<file path="src/rtl/prog_loader.sv">
// UART (8N1) program loader: 4-byte frames {addr_hi, addr_lo, data_hi, data_lo} become one instruction-memory write.
// Define PROG_LOADER_CHECKSUM_EN to add a 5th byte holding the XOR of the other four. prog_ld follows the last stop-bit sample by one cycle.
// There is no backpressure: the serial line cannot be stalled, and a partial frame is dropped after TIMEOUT_BITS idle bit periods.
module prog_loader #(
    parameter int CLKS_PER_BIT = 5208,
    parameter int TIMEOUT_BITS = 32
) (
    input  logic        clk,
    input  logic        pc_reset_n,
    input  logic        uart_rx,
    output logic [15:0] bluetooth_addr,
    output logic [15:0] bluetooth_data,
    output logic        prog_ld,
    output logic        frame_err,
    output logic [15:0] word_count
);

    typedef enum logic [1:0] {IDLE, START, DATA, STOP} state_t;

    localparam logic [15:0] HALF   = 16'(CLKS_PER_BIT / 2);
    localparam logic [15:0] FULL   = 16'(CLKS_PER_BIT);
    localparam logic [31:0] TO_MAX = 32'(TIMEOUT_BITS * CLKS_PER_BIT - 1);
`ifdef PROG_LOADER_CHECKSUM_EN
    localparam logic [2:0]  LAST   = 3'd4;
`else
    localparam logic [2:0]  LAST   = 3'd3;
`endif

    state_t      r_state;
    logic        r_sync1, r_sync2, r_rx_prev;
    logic [15:0] r_cnt;
    logic [2:0]  r_bit;
    logic [7:0]  r_shift;
    logic [2:0]  r_idx;
    logic [31:0] r_idle_cnt;
    logic [7:0]  r_b0, r_b1, r_b2;
`ifdef PROG_LOADER_CHECKSUM_EN
    logic [7:0]  r_b3;
`endif
    logic        w_fall;
    logic        w_tick;

    assign w_fall = r_rx_prev & ~r_sync2;
    assign w_tick = (r_cnt == 16'd1);

    always_ff @(posedge clk or negedge pc_reset_n) begin
        if (!pc_reset_n) begin
            r_state        <= IDLE;
            r_sync1        <= 1'b1;
            r_sync2        <= 1'b1;
            r_rx_prev      <= 1'b1;
            r_cnt          <= '0;
            r_bit          <= '0;
            r_shift        <= '0;
            r_idx          <= '0;
            r_idle_cnt     <= '0;
            r_b0           <= '0;
            r_b1           <= '0;
            r_b2           <= '0;
`ifdef PROG_LOADER_CHECKSUM_EN
            r_b3           <= '0;
`endif
            bluetooth_addr <= '0;
            bluetooth_data <= '0;
            prog_ld        <= 1'b0;
            frame_err      <= 1'b0;
            word_count     <= '0;
        end else begin
            r_sync1   <= uart_rx;
            r_sync2   <= r_sync1;
            r_rx_prev <= r_sync2;
            prog_ld   <= 1'b0;
            frame_err <= 1'b0;

            // Inter-byte silence inside a frame resynchronises the byte index.
            if (r_state == IDLE && r_idx != 3'd0) begin
                if (r_idle_cnt == TO_MAX) begin
                    r_idx      <= '0;
                    r_idle_cnt <= '0;
                end else begin
                    r_idle_cnt <= r_idle_cnt + 32'd1;
                end
            end else begin
                r_idle_cnt <= '0;
            end

            case (r_state)
                IDLE: begin
                    if (w_fall) begin
                        r_state <= START;
                        r_cnt   <= HALF;
                    end
                end
                START: begin
                    if (w_tick) begin
                        r_cnt <= FULL;
                        r_bit <= '0;
                        r_state <= r_sync2 ? IDLE : DATA;
                    end else begin
                        r_cnt <= r_cnt - 16'd1;
                    end
                end
                DATA: begin
                    if (w_tick) begin
                        r_shift <= {r_sync2, r_shift[7:1]};
                        r_cnt   <= FULL;
                        r_bit   <= r_bit + 3'd1;
                        if (r_bit == 3'd7)
                            r_state <= STOP;
                    end else begin
                        r_cnt <= r_cnt - 16'd1;
                    end
                end
                STOP: begin
                    if (w_tick) begin
                        r_state <= IDLE;
                        if (!r_sync2) begin
                            frame_err <= 1'b1;
                            r_idx     <= '0;
                        end else begin
                            r_idx <= (r_idx == LAST) ? 3'd0 : r_idx + 3'd1;
                            case (r_idx)
                                3'd0: r_b0 <= r_shift;
                                3'd1: r_b1 <= r_shift;
                                3'd2: r_b2 <= r_shift;
`ifdef PROG_LOADER_CHECKSUM_EN
                                3'd3: r_b3 <= r_shift;
                                default: begin
                                    if ((r_b0 ^ r_b1 ^ r_b2 ^ r_b3) == r_shift) begin
                                        bluetooth_addr <= {r_b0, r_b1};
                                        bluetooth_data <= {r_b2, r_b3};
                                        prog_ld        <= 1'b1;
                                        word_count     <= word_count + 16'd1;
                                    end else begin
                                        frame_err <= 1'b1;
                                    end
                                end
`else
                                default: begin
                                    bluetooth_addr <= {r_b0, r_b1};
                                    bluetooth_data <= {r_b2, r_shift};
                                    prog_ld        <= 1'b1;
                                    word_count     <= word_count + 16'd1;
                                end
`endif
                            endcase
                        end
                    end else begin
                        r_cnt <= r_cnt - 16'd1;
                    end
                end
                default: r_state <= IDLE;
            endcase
        end
    end

endmodule

</file>
<file path="config.mk">
export PLATFORM = sky130hd
export DESIGN_NAME = prog_loader
export DESIGN_NICKNAME = d
export VERILOG_FILES = /design/src/rtl/prog_loader.sv
export SDC_FILE = /design/constraint.sdc
export NUM_CORES = 1
export LEC_CHECK = 0
export ABC_AREA = 1
export CAP_MARGIN = 5
export CORE_MARGIN = 5
export CORE_UTILIZATION = 50
export DETAILED_ROUTE_END_ITERATION = 8
export PLACE_DENSITY_LB_ADDON = 0.12
export SLEW_MARGIN = 40
export SYNTH_ARGS = -nofsm -noshare
export SYNTH_HDL_FRONTEND = slang
export SYNTH_SLANG_ARGS = --single-unit
</file>
<file path="constraint.sdc">
create_clock -name clk -period 1.8 [get_ports clk]
set_input_delay 0.36 -clock clk [delete_from_list [all_inputs] [get_ports clk]]
set_output_delay 0.36 -clock clk [all_outputs]
set_load 0.1 [all_outputs]
</file>
==> results of run 1 <==
## layout make-up
cell class	instances	share of cell area, %
Timing Repair Buffer	94	15.46
Clock buffer	17	4.515
Inverter	79	3.227
Tap cell	180	2.390
Multi-Input combinational cell	650	34.91
Clock inverter	15	1.873
Sequential cell	141	37.62
## power by group through the flow
stage	registers (mW)	clock network (mW)	logic [mW]
CTS	3.50	3.63	1.99
floorplan	3.54	0	1.32
global route	3.54	3.80	2.45
global placement	3.55	0	1.96
finish	3.52	3.58	2.17
detailed placement	3.56	0	1.98
## synth_stat cells
| cell | count | area (um^2) |
|---|---|---|
| nor2_4 | 6 | 67.56 |
| dfrtp_1 | 138 | 3453 |
| a21o_1 | 3 | 22.52 |
| and2_1 | 1 | 6.260 |
| nor3_4 | 1 | 16.27 |
| inv_4 | 1 | 6.260 |
| nand2_4 | 5 | 56.30 |
| nand3_2 | 2 | 20.02 |
| inv_1 | 76 | 285.3 |
| nand3b_1 | 1 | 7.510 |
| nand2_1 | 284 | 1066 |
| nor3b_1 | 1 | 7.510 |
| buf_2 | 2 | 10.01 |
| nor3_1 | 24 | 120.1 |
| nor2_2 | 5 | 31.28 |
| nor2_1 | 133 | 499.2 |
| nand4_1 | 12 | 75.07 |
| a21oi_1 | 17 | 85.08 |
| o21ai_1 | 15 | 75.07 |
| nand3_1 | 45 | 225.2 |
| inv_2 | 2 | 7.510 |
| clkbuf_1 | 2 | 7.510 |
| buf_4 | 2 | 15.01 |
| a21oi_2 | 2 | 17.52 |
| nand3b_4 | 1 | 20.02 |
| o21ai_0 | 21 | 105.1 |
| ha_1 | 14 | 175.2 |
| xnor2_1 | 5 | 43.79 |
| xor2_1 | 29 | 254.0 |
| o21ai_2 | 17 | 148.9 |
| nor3_2 | 2 | 20.02 |
| o21bai_1 | 1 | 7.510 |
| dfstp_2 | 3 | 78.83 |
| nand2_2 | 3 | 18.77 |
| buf_6 | 8 | 90.09 |
## worst max path at each step
| stage | to | slack, ns | depth (start not counted) |
|---|---|---|---|
| after floorplan | word_count[14]$_DFFE_PN0P_ | -0.007 | 6 |
| after global placement | word_count[2]$_DFFE_PN0P_ | 0.02 | 8 |
| after detailed placement | bluetooth_addr[8]$_DFFE_PN0P_ | -0.09 | 9 |
| after CTS | bluetooth_data[12]$_DFFE_PN0P_ | 0.007 | 10 |
| after global routing | word_count[7]$_DFFE_PN0P_ | -0.02 | 11 |
| final | word_count[7]$_DFFE_PN0P_ | 0.07 | 11 |
## kinds of logic after synthesis
kind of cell	Yosys count	share of synthesized area, %
compound gates	76	6.461
flops	141	49.43
xor+xnor	34	4.167
simple gates	526	31.59
buf+inv	93	5.901
fa+ha+maj	14	2.451
## worst max-delay path, stage by stage, from the launching register on
cell,delay [ns]
dfrtp_1,0.39
inv_2,0.08
ha_4,0.14
inv_2,0.05
nor2_4,0.09
nand2_2,0.06
nor2_4,0.14
nand2_4,0.09
nor2_4,0.20
buf_12,0.16
nand2_2,0.06
xnor2_2,0.16
## state kept, by name (all words and copies together), names as in the netlist, named ones only
name            cells
r_rx_prev           1
frame_err           1
r_state             1
r_sync1             1
r_shift             8
r_idle_cnt         32
r_b1                8
r_b2                8
bluetooth_data     16
prog_ld             1
r_bit               3
word_count         16
r_idx               3
r_sync2             1
r_cnt              16
r_b0                8
bluetooth_addr     16
## metrics by stage
stage          setup slack, ns   TNS [ns]  total power, mW  utilization, %
3_3_place_gp           0.01518          0            5.512           61.67
4_1_cts               0.006780          0            9.121           66.06
2_1_floorplan        -0.007361  -0.007361            4.862               -
5_1_grt               -0.01855   -0.02844            9.783           67.61
3_5_place_dp          -0.08559     -1.230            5.535           61.67
6_report               0.06563          0            9.265           67.61
## per-layer routing
layer	global-route usage (%)	vias to the layer above
met5	0	-
met4	5.868	0
met3	5.936	30
met2	33.23	138
met1	29.69	2800
li1	-	3005
## what timing repair did
item	in CTS	in global routing
endpoints found under the setup margin	38	91
hold endpoints to repair	33	0
hold buffers	1	0
pin swaps	0	8
gates resized for setup	1	39
buffers inserted	0	6
gates cloned	0	3
==> flow_summary.ini, run 1 <==
[finish]
nFillCells = 1099
final_common_cell = nand2_1
nets = 1000
final_cell_mix = nand2_1 (276), dfrtp_1 (128), nor2_1 (127), inv_1 (71), buf_12 (55)
diodes = 0
seq_area_mm2 = 0.003545
multiInputGateArea_mm2 = 0.003289
final_cells = 1176
fin_area_mm2 = 0.009422
drive_above_1_share_pct = 20.78
syn_to_final_growth_pct = 31.85

[synth]
seq_area_frac_synth_pct = 49.43
avgSynthCellArea_um2 = 8.083
syn-cell-area_mm2 = 0.007146
ys_warn_count = 0
syn_nets = 901
ys_ff_latch = 141
synth_cells = 884
yosysUniqueCellTypes = 35

[cts]
numCtsBuffers = 17
clk_latency_ns = 0.44
path_clk_slew_ns = 0.06
clock_path_buffers = 2
htree_levels = 4
clockRootBuffer = clkbuf_16
cts.sinks = 141
cts_tree = done

[floorplanning]
start_util_pct = 51.28
die_area_mm2 = 0.01678
core-area_mm2 = 0.01393
num_io_pins = 53
die-width_um = 129.5
die_h_um = 129.5
std_cell_rows = 43

[status]
status = completed

[setup_path]
startpoint_type = register
endpoint_kind = register
reg2regPathDepth = 11
r2r_slack_ns = 0.07
startpoint = r_cnt[1]$_DFFE_PN0P_
critPathRequiredTime_ns = 2.12
r2r_start = r_cnt[1]$_DFFE_PN0P_
worst-endpoint-arrival_ns = 2.05
cp_max_fo = 6
r2r_end = word_count[7]$_DFFE_PN0P_
critPathKind = register to register

[pwr]
p_sw_mw = 3.052
combPwrFrac_pct = 23.4
switching_share_pct = 32.95
power_density_mw_per_mm2 = 983.3
ir_worst_vdd_v = 0.001015
p_leak_nw = 4.270
seqPwrFrac_pct = 38.0
internal_power_mw = 6.212
p_clk_share_pct = 38.6

[route]
drt_iter0_markers = 379
dr_wl_met2_um = 7995
drtAntennaViolNets = 0
avgRoutedWirePerCell_um = 14.48
drc = 0
first_pass_iters = 5
top_layer = met4
vias = 5973
wl_met3_um = 889
wl_met1_um = 7839
viasPerCell = 5.079
drt_wl_total_um = 17030

[flow_run]
cap_violations = 0

[placement]
hpwl_um = 11840
place_inst = 1135
place_area_mm2 = 0.008593
io_buffer_count = 52
gp_congestion = 0.9551

[grt]
first_global_vias = 5812
overflow = 0
grtUsageTotal_pct = 21.37
antenna_found_initial = 0
grt_max_degree = 42
grt_pass1_wl_um = 28260

[timing]
fin_crit_sh_pct = 96.35
finalClockSkew_ns = 0.01236
hold_viol = 0
worstMarginPinSlew_ns = 0.4930
maxSlewViolCount = 0
relSlewSlack_pct = 66.88
setup_viol = 0
post-route-min-period_ns = 1.734
holdWs_ns = 0.3280
max_freq_mhz = 576.6

[worst_hold_path]
hold_start = uart_rx
min_to = r_sync1$_DFF_PN1_
hold_depth = 1
hold_class = input port to register
No activity file was read; power rests on OpenSTA's default activity.
==> inputs of run 2 (changes only) <==
Settings changed: CAP_MARGIN 5 to 20, CORE_MARGIN 5 to 2.
==> flow_summary.ini, run 2 (synthesized netlist as in run 1, its figures left out) <==
[setup_path]
critPathRequiredTime_ns = 2.11
reg2regPathDepth = 11
cp_max_fo = 5
path_cells = inv_2, ha_4, inv_2, nor2_1, nand2_1, nor2_4, nand2_4, nor2_4, clkbuf_16, nand2_2, xor2_1
cp_top_family = simple AND/OR/NAND/NOR gates
r2r_start = r_cnt[1]$_DFFE_PN0P_
critPathBufInv = 3
path_depth = 11
r2r_slack_ns = 0.06
critPathKind = register to register
max_stage_delay_ns = 0.39
endpoint_kind = register
startpoint = r_cnt[1]$_DFFE_PN0P_
r2r_end = word_count[6]$_DFFE_PN0P_
cp_slowest_cell = dfrtp_1
crit_path_end = word_count[6]$_DFFE_PN0P_
startpoint_type = register
worst-endpoint-arrival_ns = 2.05

[floorplanning]
die_h_um = 123.5
die_area_mm2 = 0.01526
std_cell_rows = 43
num_io_pins = 53
die-width_um = 123.5
core-area_mm2 = 0.01393
start_util_pct = 51.28

[cts]
cts.sinks = 141
clk_latency_ns = 0.43
path_clk_slew_ns = 0.06
htree_levels = 4
numCtsBuffers = 17
clock_path_buffers = 2
clockRootBuffer = clkbuf_16
cts_tree = done

[placement]
place_inst = 1134
hpwl_um = 11840
io_buffer_count = 52
gp_congestion = 0.9429
place_area_mm2 = 0.008598

[finish]
nets = 995
top_register = r_idle_cnt
syn_to_final_growth_pct = 30.48
largest_reg_flops = 32
final_common_cell = nand2_1
final_cells = 1171
fin_area_mm2 = 0.009324
drive_above_1_share_pct = 19.48
diodes = 0
final_cell_mix = nand2_1 (279), nor2_1 (130), dfrtp_1 (128), inv_1 (73), buf_12 (57)

[timing]
max_freq_mhz = 574.7
holdWs_ns = 0.3363
setup_viol = 0
rsz0062_at_grt = yes
maxSlewViolCount = 0
post-route-min-period_ns = 1.740
worstMarginPinSlew_ns = 0.4687
hold_viol = 0
finalClockSkew_ns = 0.01014
fin_crit_sh_pct = 96.67
relSlewSlack_pct = 68.52

[status]
status = completed

[route]
drt_iter0_markers = 501
avgRoutedWirePerCell_um = 13.99
vias = 5941
drtAntennaViolNets = 0
first_pass_iters = 7
viasPerCell = 5.073
drt_wl_total_um = 16390
drc = 0

[pwr]
ir_worst_vdd_v = 0.0007282
seqPwrFrac_pct = 38.7
internal_power_mw = 6.029
p_leak_nw = 4.252
power_density_mw_per_mm2 = 969.0
p_clk_share_pct = 38.5
combPwrFrac_pct = 22.8
p_sw_mw = 3.006
switching_share_pct = 33.27

[grt]
overflow = 0
grtUsageTotal_pct = 23.55
grt_max_degree = 38
antenna_found_initial = 0
grt_pass1_wl_um = 27970
first_global_vias = 5828

[worst_hold_path]
hold_start = uart_rx
hold_class = input port to register
hold_depth = 1

[flow_run]
cap_violations = 0
[run 2: metrics by stage]
| stage | setup TNS [ns] | setup slack [ns] | utilization [%] | power (mW) |
|---|---|---|---|---|
| 5_1_grt | -0.4772 | -0.03670 | 66.91 | 9.528 |
| 6_report | 0 | 0.05985 | 66.91 | 9.035 |
| 2_1_floorplan | -0.007361 | -0.007361 | - | 4.862 |
| 4_1_cts | 0 | 0.01670 | 66.18 | 9.006 |
| 3_5_place_dp | -1.152 | -0.08163 | 61.70 | 5.497 |
| 3_3_place_gp | -0.02046 | -0.004003 | 61.70 | 5.458 |
[run 2: layout make-up]
class / count / area (um^2)
clock buffers: 18 / 439.2
fillers: 1114 / 4611
flip-flops and latches: 141 / 3545
inverters: 79 / 304.0
well taps: 180 / 225.2
multi-input cells: 650 / 3244
repair buffers: 89 / 1423
clock inverters: 14 / 143.9
[run 2: how the worst min path moves through the flow]
stage	endpoint	slack [ns]
final	r_sync1$_DFF_PN1_	0.34
after global placement	r_idle_cnt[28]$_DFF_PN0_	0.30
after floorplan	async pin	0.06
after detailed placement	r_idle_cnt[28]$_DFF_PN0_	0.30
after CTS	r_sync1$_DFF_PN1_	0.33
after global routing	r_sync1$_DFF_PN1_	0.34
[run 2: power by group through the flow]
| stage | logic [mW] | clock network [mW] | registers (mW) |
|---|---|---|---|
| 6_report | 2.06 | 3.48 | 3.50 |
| 5_1_grt | 2.33 | 3.68 | 3.52 |
| 4_1_cts | 1.98 | 3.54 | 3.49 |
| 3_5_place_dp | 1.95 | 0 | 3.54 |
| 3_3_place_gp | 1.92 | 0 | 3.54 |
| 2_1_floorplan | 1.32 | 0 | 3.54 |
[run 2: worst register-to-register path, stage by stage, from the launching register on]
cell	delay, ns
dfrtp_1	0.39
inv_2	0.08
ha_4	0.13
inv_2	0.03
nor2_1	0.07
nand2_1	0.09
nor2_4	0.19
nand2_4	0.10
nor2_4	0.18
clkbuf_16	0.18
nand2_2	0.05
xor2_1	0.14
[run 2: per-layer routing]
metal	routed length, um	GRT usage [%]	up-vias
met5	0	0	-
met4	247	7.315	0
met3	653	5.397	28
met2	7714	36.40	113
met1	7771	33.07	2808
li1	-	-	2992
[run 2: what timing repair did]
action                                  CTS  global route
setup buffers                             2             1
endpoints found under the setup margin   37            53
endpoints found under the hold margin    33             0
hold buffers                              1             0
pin swaps                                 1             6
cloned                                    0             1
gates resized for setup                   2            24
